### src/rtl/fetch_stage.sv
// Instruction fetch stage: owns the PC, presents it to a combinational instruction
// memory and registers the returned word into a valid/ready slot for decode.
module fetch_stage #(
  parameter int unsigned          dataWidth = 64,
  parameter int unsigned          instWidth = 32,
  parameter logic [dataWidth-1:0] resetPc   = '0,
  parameter int unsigned          pcStep    = 4
) (
  input  logic                 clk,
  input  logic                 resetN,
  output logic [dataWidth-1:0] currentPc,
  input  logic [dataWidth-1:0] instruction,
  input  logic                 redirectValid,
  input  logic [dataWidth-1:0] redirectPc,
  input  logic                 haltReq,
  output logic                 outValid,
  input  logic                 outReady,
  output logic [instWidth-1:0] outInstruction,
  output logic [dataWidth-1:0] outPc,
  output logic [31:0]          fetchCount,
  output logic                 halted
);

  typedef enum logic [1:0] {BOOT, RUN, HALT} state_e;

  state_e               state_q;
  logic [dataWidth-1:0] pc_q;
  logic [dataWidth-1:0] pc_d;
  logic [dataWidth-1:0] out_pc_q;
  logic [instWidth-1:0] out_inst_q;
  logic                 out_valid_q;
  logic [31:0]          fetch_count_q;
  logic                 halted_q;
  logic                 fire;

  assign pc_d = pc_q + dataWidth'(pcStep);

  // A fetch needs RUN, no competing control request, and a free or draining slot.
  assign fire = (state_q == RUN) && !redirectValid && !haltReq
                && (!out_valid_q || outReady);

  always_ff @(posedge clk or negedge resetN) begin
    if (!resetN) begin
      state_q       <= BOOT;
      pc_q          <= resetPc;
      out_pc_q      <= '0;
      out_inst_q    <= '0;
      out_valid_q   <= 1'b0;
      fetch_count_q <= '0;
      halted_q      <= 1'b0;
    end else if (redirectValid) begin
      // Redirect flushes the slot even if decode is accepting it this cycle.
      state_q     <= RUN;
      pc_q        <= {redirectPc[dataWidth-1:2], 2'b00};
      out_valid_q <= 1'b0;
      halted_q    <= 1'b0;
    end else begin
      if (fire) begin
        out_inst_q    <= instruction[instWidth-1:0];
        out_pc_q      <= pc_q;
        out_valid_q   <= 1'b1;
        pc_q          <= pc_d;
        fetch_count_q <= fetch_count_q + 32'd1;
      end else if (out_valid_q && outReady) begin
        out_valid_q <= 1'b0;
      end

      unique case (state_q)
        BOOT: state_q <= RUN;
        RUN: begin
          if (haltReq) begin
            state_q  <= HALT;
            halted_q <= 1'b1;
          end
        end
        HALT: state_q <= HALT;
        default: begin
          state_q  <= BOOT;
          halted_q <= 1'b0;
        end
      endcase
    end
  end

  assign currentPc      = pc_q;
  assign outValid       = out_valid_q;
  assign outInstruction = out_inst_q;
  assign outPc          = out_pc_q;
  assign fetchCount     = fetch_count_q;
  assign halted         = halted_q;

  // Bits the stage deliberately ignores: upper memory data and redirect alignment.
  logic unused_redirect_lsbs;
  assign unused_redirect_lsbs = ^redirectPc[1:0];

  generate
    if (dataWidth > instWidth) begin : g_unused_inst
      logic unused_inst_bits;
      assign unused_inst_bits = ^instruction[dataWidth-1:instWidth];
    end
  endgenerate

endmodule

### config.mk
export PLATFORM = sky130hd
export DESIGN_NAME = fetch_stage
export DESIGN_NICKNAME = d
export VERILOG_FILES = /design/src/rtl/fetch_stage.sv
export SDC_FILE = /design/constraint.sdc
export NUM_CORES = 1
export LEC_CHECK = 0
export BUFFER_PORTS_ARGS = -buffer_cell sky130_fd_sc_hd__clkbuf_2
export CORE_ASPECT_RATIO = 1.5
export CORE_MARGIN = 4
export CORE_UTILIZATION = 25
export DETAILED_ROUTE_END_ITERATION = 10
export PLACE_DENSITY = 0.44
export SLEW_MARGIN = 20
export SYNTH_ARGS = -nofsm -noshare
export SYNTH_HDL_FRONTEND = slang
export SYNTH_SLANG_ARGS = --single-unit
### constraint.sdc
create_clock -name clk -period 5.1 [get_ports clk]
set_input_delay 0.255 -clock clk [delete_from_list [all_inputs] [get_ports clk]]
set_output_delay 0.255 -clock clk [all_outputs]
set_load 0.05 [all_outputs]
Yosys cells after proc, flatten, opt, wreduce, memory -nomap -nowiden:

Cells that the tools add are included.

* bits in registers: 196
* input port bits: 133
* output and inout port bits: 194
* logic and storage cells: 39

* $add $sub $neg: 2
* equal/unequal tests: 4
* multiplexer cells: 11
* bitwise gates (word level): 1
* reduce and logical (&&, ||, !) cells: 14

Operator list (number)
* $mux W64: 2
* $add A64 B3 Y64 const B: 1
* $add A32 B1 Y32 const B: 1
* $pmux W2 S3: 1
* $mux W1: 5
* $logic_and A1 B1 Y1: 4
* $mux W2: 2
* $reduce_and A2 Y1: 2
* $logic_not A1 Y1: 3
* $ne A3 B3 Y1 const B: 1
* $reduce_bool A3 Y1: 1
* $eq A2 B1 Y1 const B: 1
* $eq A2 B2 Y1 const B: 1
* $logic_not A2 Y1: 1
* $ne A2 B1 Y1 const B: 1
* $pmux W1 S2: 1
* $reduce_bool A2 Y1: 1
* $reduce_or A2 Y1: 1
* $logic_or A1 B1 Y1: 1
* $not A1 Y1: 1

Logic depth before layout (Yosys ltp):

Gate-level depths: netlist of run 1.

* word-level depth: 6
* depth in mapped cells: 8
* depth with buffers taken out: 7

Worst setup path before layout of run 1:

Ideal clock, no wire load.

* path type: flip-flop to flip-flop
* start point: register pc_q[50] (netlist: currentPc[50])
* end point: register pc_q[61] (netlist: currentPc[61])
* library setup time: 0.087 ns
* arrival: 2.275 ns
* required time: 5.013 ns
* path slack: 2.739 ns
* stages on the path, launching flop included: 7
* path buffers: 1
* clock period less this slack: 2.361 ns
* path through: dfrtp_1 > buf_4 > nand4_2 > or3_1 > or3_1 > or4b_1 > o211ai_1

* longest elaborated chain between the ends: 3

RTL lines
* start, declared: line 27 `logic [dataWidth-1:0] pc_q;`
* start signal, assigned: line 45 `pc_q <= resetPc;`
* start signal, assigned: line 54 `pc_q <= {redirectPc[dataWidth-1:2], 2'b00};`
* start signal, assigned: line 62 `pc_q <= pc_d;`
* $add A64 B3 Y64: line 36 `assign pc_d = pc_q + dataWidth'(pcStep);`
* $mux W64: line 58 `if (fire) begin`
* $mux W64: line 51 `end else if (redirectValid) begin`

Every way passes these cells. The select of a mux whose other input is x is not followed.
A chain may end at the register's enable or synchronous reset.

Worst setup path in the final report of run 1:

* start point: register state_q[1]
* end point: register pc_q[54] (netlist: currentPc[54])

* longest elaborated chain between the ends: 5

RTL lines
* start, declared: line 26 `state_e state_q;`
* start signal, assigned: line 44 `state_q <= BOOT;`
* start signal, assigned: line 53 `state_q <= RUN;`
* start signal, assigned: line 69 `BOOT: state_q <= RUN;`
* $eq A2 B1 Y1: line 39 `assign fire = (state_q == RUN) && !redirectValid && !haltReq`
* $logic_and A1 B1 Y1 (2 in series): line 39
* $logic_and A1 B1 Y1: line 40 `&& (!out_valid_q || outReady);`
* $reduce_bool A2 Y1 (no source line)

Every way passes these cells.

==> summary.txt, run 1 <==
STA
  – Worst rel slew slack: 36.4%
  – Final Hold Fails: 0
  – Crit share post-route: 55.9%
  – Max Clk Rate: between 300 and 400 MHz
  – Worst slew pin tran: between 0.9 and 1 ns
  – Tmin final: 2.85 ns
  – Final setup TNS: 0 ns
  – Final setup violation count: 0
  – Max Slew Vio Count: 0
  – Setup Skew: 0.0103 ns
  – RSZ-0062 raised after global routing: false

CTS
  – H-tree levels: 4
  – Clock buffer count from CTS: 17
  – Worst-Skew Late Latency: about 0.46 ns
  – CTS root buf: clkbuf_16
  – Clock Pin Slew Worst Setup and Hold Paths: roughly 0.08 ns
  – Clock sink count: around 190
  – CTS tree: done
  – Resize count post-CTS: 0
  – CTS max path bufs: 2

Logic synthesis
  – Area leader, netlist: dfrtp_1
  – Syn Inst Count: 1,011
  – EDFF count, synth: 0
  – Top post-synthesis cells by area: dfrtp_1 (53%), nand2_1 (14%), xnor2_1 (3.0%), nand4_1 (2.7%), o21ai_0 (2.6%)
  – Post-synth cell types: 54
  – Register area share after synthesis: 52.8%
  – Ys Warns: 0
  – Seq cells post-synth: 192
  – Synthesized area per cell: 9.00 um^2
  – Post-Syn Area: between 9000 and 10,000 um^2
  – Synth top area share: 52.8%
  – Synth async-reset ratio: 100%
  – Primary FF master, synth: dfrtp_1

Layout
  – Final Util: 33.8%
  – Area delta synth->final: 33.5%
  – Fraction of layout cells with a size suffix above 1: between 20% and 30%
  – Layout Nets: 1,474
  – Ant diodes: 0

Worst setup path
  – Arrival time worst endpoint: 3.22 ns
  – R2R Setup Slk: 2.25 ns
  – R2r startpoint: state_q[1]$_DFFE_PN0P_
  – Setup Crit Path Kind: register to register
  – CP max-delay cell: nor3_1
  – FF-to-FF path depth: 7
  – Startpoint Class: register
  – CP Max Fanout: 9
  – Largest stage delay, worst path: 0.64 ns
  – R2r endpoint: currentPc[54]$_DFFE_PN0P_
  – Crit end category: register
  – Worst-path cell chain: inv_1 -> ha_1 -> nand2b_1 -> nor3_1 -> nand4_2 -> or4_1 -> a31oi_1
  – Critical path required time: 5.47 ns

Power
  – PwrDens: between 500 and 600 nW/um^2
  – Worst IR drop on VDD: 0.000199 V
  – Static Leak: slightly below 6 nW

Routing
  – Vias post-DR: 8,460
  – Mean routed wirelength per cell: 18.3 um
  – DRC viols: 0
  – Drt first pass iters: 4
  – Initial DRC count: 433
  – Routed WL: 33.4 mm
  – Vias per cell: 4.63
  – Antenna-violating nets left: 0

Floorplan
  – Num rows: 85
  – Die area: approximately 40,000 um^2
  – Core area: 35,900 um^2
  – # IOs: 327
  – Initial core utilization: 25.3%
  – Die W: 164 um
  – Die boundary height: 242 um

Hold path
  – Min-delay worst type: input port to register
  – Min-Delay Endpoint: currentPc[10]$_DFFE_PN0P_
  – HP Start: redirectPc[10]
  – Hold Crit Depth: 3

Global route
  – Total track usage: 16.9%
  – Total grt overflow: 0
  – First-pass GRT wire length: 51.7 mm
  – Antenna violations before repair: 0
  – Largest net degree at the start of global routing: 94
  – Vias in the first global route: 8,449

Placed design
  – Final GP Congestion: 0.818
  – Dpl hpwl: 24.1 mm
  – Port Buffers: 288

Status
  – Status: complete, no violations

Flow run
  – Max_cap viols: 0
per-stage QoR:
stage          hold WS (ns)  total power, W  setup slack [ns]  instances  instance area, um^2
2_1_floorplan       -0.0406         0.00409              2.74       1014                 9110
3_3_place_gp          0.339         0.00480              2.35       1741                11000
3_5_place_dp          0.340         0.00482              2.32       1741                11000
4_1_cts            0.000133         0.00626              2.28       1826                12100
5_1_grt              0.0182         0.00649              2.07       1826                12100
6_report             0.0246         0.00615              2.25       1826                12100
Yosys cell counts, types with 4 or more instances:
master	count
nand2_1	343
dfrtp_1	192
o21ai_0	47
nor2_1	44
nand3_1	40
nand4_1	39
clkbuf_1	37
xnor2_1	31
xor2_1	25
a31oi_1	19
inv_1	18
nor3_1	17
or3_1	17
and3_1	14
and4_1	12
o211ai_1	11
or4_1	9
nor4_1	8
o31ai_1	8
nor2b_1	7
buf_4	6
a21oi_1	5
and2_1	5
ha_1	4
nand3_2	4
critical path, delay by kind of cell (launching register included):
kind                     cells  cell delay (ns)
flip-flops                   1             0.38
AND/OR/NAND/NOR              4             1.92
adder cells (fa/ha/maj)      1             0.21
buffers and inverters        1             0.08
AO/OA/AOI/OAI                1             0.17
kinds of logic after synthesis:
family | synth area share [%]
AND/OR/NAND/NOR | 30.9
flip-flops | 52.8
AO/OA/AOI/OAI | 6.99
buffers and inverters | 3.00
XOR/XNOR | 5.39
adder cells (fa/ha/maj) | 0.550
multiplexers | 0.358
other | 0.0412
area by class of cell:
| class | count | area [um^2] |
|---|---|---|
| clock buffers | 21 | 450 |
| clock inverters | 9 | 111 |
| fillers | 3860 | 23800 |
| inverters | 18 | 67.6 |
| multi-input cells | 756 | 4050 |
| flip-flops and latches | 192 | 4800 |
| well taps | 478 | 598 |
| repair buffers | 352 | 2070 |
per-layer routing:
metal / global-route usage (%) / routed length (um) / vias to the layer above / part of all wire, %
li1: - / - / 4103 / -
met1: 20.9 / 13800 / 4100 / 41
met2: 29.3 / 17200 / 214 / 52
met3: 3.27 / 1490 / 43 / 4.5
met4: 6.07 / 855 / 0 / 2.6
met5: 0 / 0 / - / 0
repair_timing:
item                      in CTS  in global routing
hold endpoints to repair     145                  0
buffers inserted               0                  0
hold buffers                  55                  0
layout by cell type (no fill, tap or decap), types with 3 or more instances in the layout:
master / Yosys / final
clkbuf_1: 37 / 3
conb_1: 1 / 4
nand4_2: 3 / 3
o21ai_0: 47 / 47
or3_1: 17 / 17
o211ai_1: 11 / 11
and4_1: 12 / 12
nand3_1: 40 / 40
and2_1: 5 / 5
nor4_4: 3 / 3
nand2b_1: 3 / 3
buf_4: 6 / 9
nor4_2: 3 / 3
xor2_1: 25 / 25
nand2_1: 343 / 342
nand3_2: 4 / 4
ha_1: 4 / 4
nor2_1: 44 / 43
dfrtp_1: 192 / 192
and3_1: 14 / 14
clkbuf_2: 0 / 286
dlygate4sd3_1: 0 / 55
or4_1: 9 / 9
nand4_1: 39 / 39
nor3_1: 17 / 17
a21oi_1: 5 / 5
clkbuf_16: 0 / 17
nor2b_1: 7 / 7
xnor2_1: 31 / 31
a31oi_1: 19 / 19
o31ai_1: 8 / 8
o311ai_0: 3 / 3
nor4_1: 8 / 8
inv_1: 18 / 18
how the worst max path moves through the flow:
stage,from,to,slack (ns)
final,state_q[1]$_DFFE_PN0P_,currentPc[54]$_DFFE_PN0P_,2.25
after global routing,state_q[1]$_DFFE_PN0P_,currentPc[54]$_DFFE_PN0P_,2.07
after CTS,state_q[1]$_DFFE_PN0P_,currentPc[54]$_DFFE_PN0P_,2.28
after detailed placement,state_q[1]$_DFFE_PN0P_,currentPc[54]$_DFFE_PN0P_,2.32
after global placement,state_q[1]$_DFFE_PN0P_,currentPc[53]$_DFFE_PN0P_,2.35
after floorplan,currentPc[50]$_DFFE_PN0P_,currentPc[61]$_DFFE_PN0P_,2.74
flip-flops by register name, indices dropped and copies added (netlist names):
name and cells:
outPc 62, currentPc 62, outValid 1, state_q 2
fetchCount 32, halted 1, outInstruction 32
power by group:
part	total, W	switching, W	leakage [nW]	internal [W]
combinational	0.00257	0.00204	3.25	0.000529
sequential	0.00222	0.000301	2.37	0.00192
clock	0.00136	0.000630	0.269	0.000732
Power figures use the tool's default switching activity.
==> run 2, diff against run 1 <==
==> constraint.sdc (replaced) <==
create_clock -name clk -period 2.7 [get_ports clk]
set_input_delay 0.135 -clock clk [delete_from_list [all_inputs] [get_ports clk]]
set_output_delay 0.135 -clock clk [all_outputs]
set_load 0.05 [all_outputs]
==> run 2 against run 1 <==
Power rose by 91%. Utilization grew 2.1 points. First-iteration DRC count fell by 6.7%. Die area stayed put.
==> summary.txt, run 2 (synthesis results as in run 1) <==
Worst setup path
  – R2R Setup Slk: ~0.18 ns
  – Setup Crit Path Kind: register to register
  – CP Max Fanout: 5
  – Stages on worst setup path: 7
  – Largest stage delay, worst path: 0.47 ns
  – Worst-path cell chain: inv_1 -> ha_1 -> or3b_1 -> nor3_2 -> nand4_1 -> or4_1 -> mux2_1
  – CP max-delay cell: or4_1
  – FF-to-FF path depth: 7
  – Crit end category: register
  – R2r endpoint: currentPc[53]$_DFFE_PN0P_
  – Crit path max-delay family: simple AND/OR/NAND/NOR gates
  – Arrival time worst endpoint: ~2.9 ns
  – R2r startpoint: state_q[1]$_DFFE_PN0P_
  – Startpoint Class: register
  – WP buf/inv: 1
  – Critical path required time: between 3 and 4 ns

CTS
  – CTS root buf: clkbuf_16
  – CTS tree: done
  – Clock sink count: 192
  – Clock buffer count from CTS: 17
  – CTS max path bufs: 2
  – H-tree levels: 4
  – Worst-Skew Late Latency: 0.45 ns
  – Post-CTS setup buffers: 0
  – Clock Pin Slew Worst Setup and Hold Paths: around 0.07 ns

STA
  – Final setup violation count: 0
  – Setup ws final: 0.178 ns
  – RSZ-0062 raised after global routing: false
  – Worst rel slew slack: 40.3%
  – Final Hold Fails: 0
  – Tmin final: about 2.5 ns
  – Max Slew Vio Count: 0
  – Max Clk Rate: roughly 400 MHz
  – Crit share post-route: 93.4%
  – Final setup TNS: 0 ns
  – Worst slew pin tran: 0.894 ns
  – Setup Skew: around 0.013 ns

Floorplan
  – # IOs: roughly 330
  – Core area: 35,900 um^2
  – Num rows: 85
  – Die boundary height: 242 um
  – Initial core utilization: 25.3%
  – Die area: roughly 40,000 um^2
  – Die W: 164 um

Routing
  – Top Layer Used: met5
  – Routed met2 length: 17.2 mm
  – Initial DRC count: 404
  – Routed WL: 33.6 mm
  – Drt first pass iters: 4
  – Met3 wire len: around 1.4 mm
  – Vias post-DR: 8,693
  – DRC viols: 0
  – M1 wire length: approximately 14 mm
  – Vias per cell: 4.57
  – Mean routed wirelength per cell: around 18 um
  – Antenna-violating nets left: 0

Placed design
  – Place WS: 0.150 ns
  – Dpl hpwl: roughly 25 mm
  – Final GP Congestion: roughly 0.86
  – Port Buffers: 288

Layout
  – Area of the multi-input gates: 4060 um^2
  – Commonest non-fill, non-tap cell in the layout: nand2_1
  – Layout Nets: 1,549
  – Final Util: a little over a third
  – Most frequent cells in the layout: nand2_1 (342), clkbuf_2 (286), dfrtp_1 (192)
  – Fill cells: around 3,900
  – Fraction of layout cells with a size suffix above 1: 27.4%
  – Area delta synth->final: 41.6%
  – Flip-flop and latch area: 4800 um^2

Hold path
  – HP Start: redirectPc[37]
  – Min-delay worst type: input port to register
  – Hold Crit Depth: 3
  – Min-Delay Endpoint: currentPc[37]$_DFFE_PN0P_

Global route
  – Largest net degree at the start of global routing: 108
  – First-pass GRT wire length: 52.6 mm
  – Antenna violations before repair: 2
  – Total grt overflow: 0
  – Total track usage: 17.1%
  – Vias in the first global route: 8,952

Power
  – Worst IR drop on VDD: 0.000438 V
  – PwrDens: approximately 910 nW/um^2
  – Static Leak: between 6 and 7 nW

Status
  – Status: complete, no violations

Flow run
  – Max_cap viols: 0
run 2: changes by cell type in the layout (fill, tap and decap cells not counted), moves of 2 or more:
cell           previous run  this run
clkinvlp_4                2         4
buf_4                     9        41
nor3_1                   17        15
dlygate4sd3_1            55        94
buf_12                    0         4
clkbuf_8                  1         3
clkbuf_1                  3         0
nor3_2                    1         3
run 2: layout make-up:
type                    instances  share of cell area [%]
flip-flops and latches        192                    37.3
diodes                          1                  0.0194
clock inverters                12                   0.854
inverters                      18                   0.524
repair buffers                427                    21.6
multi-input cells             756                    31.5
clock buffers                  20                    3.62
well taps                     478                    4.64
run 2: worst max-delay path by stage:
stage	from	endpoint	slack, ns
after floorplan	currentPc[50]$_DFFE_PN0P_	currentPc[61]$_DFFE_PN0P_	0.34
after global placement	state_q[1]$_DFFE_PN0P_	currentPc[53]$_DFFE_PN0P_	0.18
after detailed placement	state_q[1]$_DFFE_PN0P_	currentPc[53]$_DFFE_PN0P_	0.15
after CTS	state_q[1]$_DFFE_PN0P_	currentPc[53]$_DFFE_PN0P_	0.12
after global routing	currentPc[14]$_DFFE_PN0P_	currentPc[56]$_DFFE_PN0P_	0.02
final	state_q[1]$_DFFE_PN0P_	currentPc[53]$_DFFE_PN0P_	0.18
run 2: tightest hold or removal path: stages:
cell	delay, ns
clkbuf_2	0.11
nand2b_1	0.10
o31a_1	0.12
run 2: through the flow:
stage | hold WS, ns | area, um^2 | instances | total power, W
6_report | 0.0654 | 12900 | 1904 | 0.0117
3_5_place_dp | 0.164 | 11400 | 1777 | 0.00916
2_1_floorplan | -0.161 | 9110 | 1014 | 0.00772
4_1_cts | 0.0415 | 12900 | 1903 | 0.0119
3_3_place_gp | 0.168 | 11400 | 1777 | 0.00912
5_1_grt | 0.0472 | 12900 | 1903 | 0.0124
run 2: routing by layer:
metal  vias to the layer above  global-route usage (%)
met1                      4153                    20.6
met5                         -                       0
met3                        54                    3.46
met2                       221                    29.4
met4                         2                    7.21
li1                       4263                       -
run 2: power breakdown:
part,switching (W),internal [W],leakage (nW)
logic,0.00391,0.00109,3.61
registers,0.000540,0.00363,2.37
clock network,0.00121,0.00135,0.274
total,0.00567,0.00607,6.26
run 2: what timing repair did:
item,CTS,global route
hold buffers,94,0
endpoints found under the setup margin,0,3
gates resized for setup,0,2
hold endpoints to repair,164,0
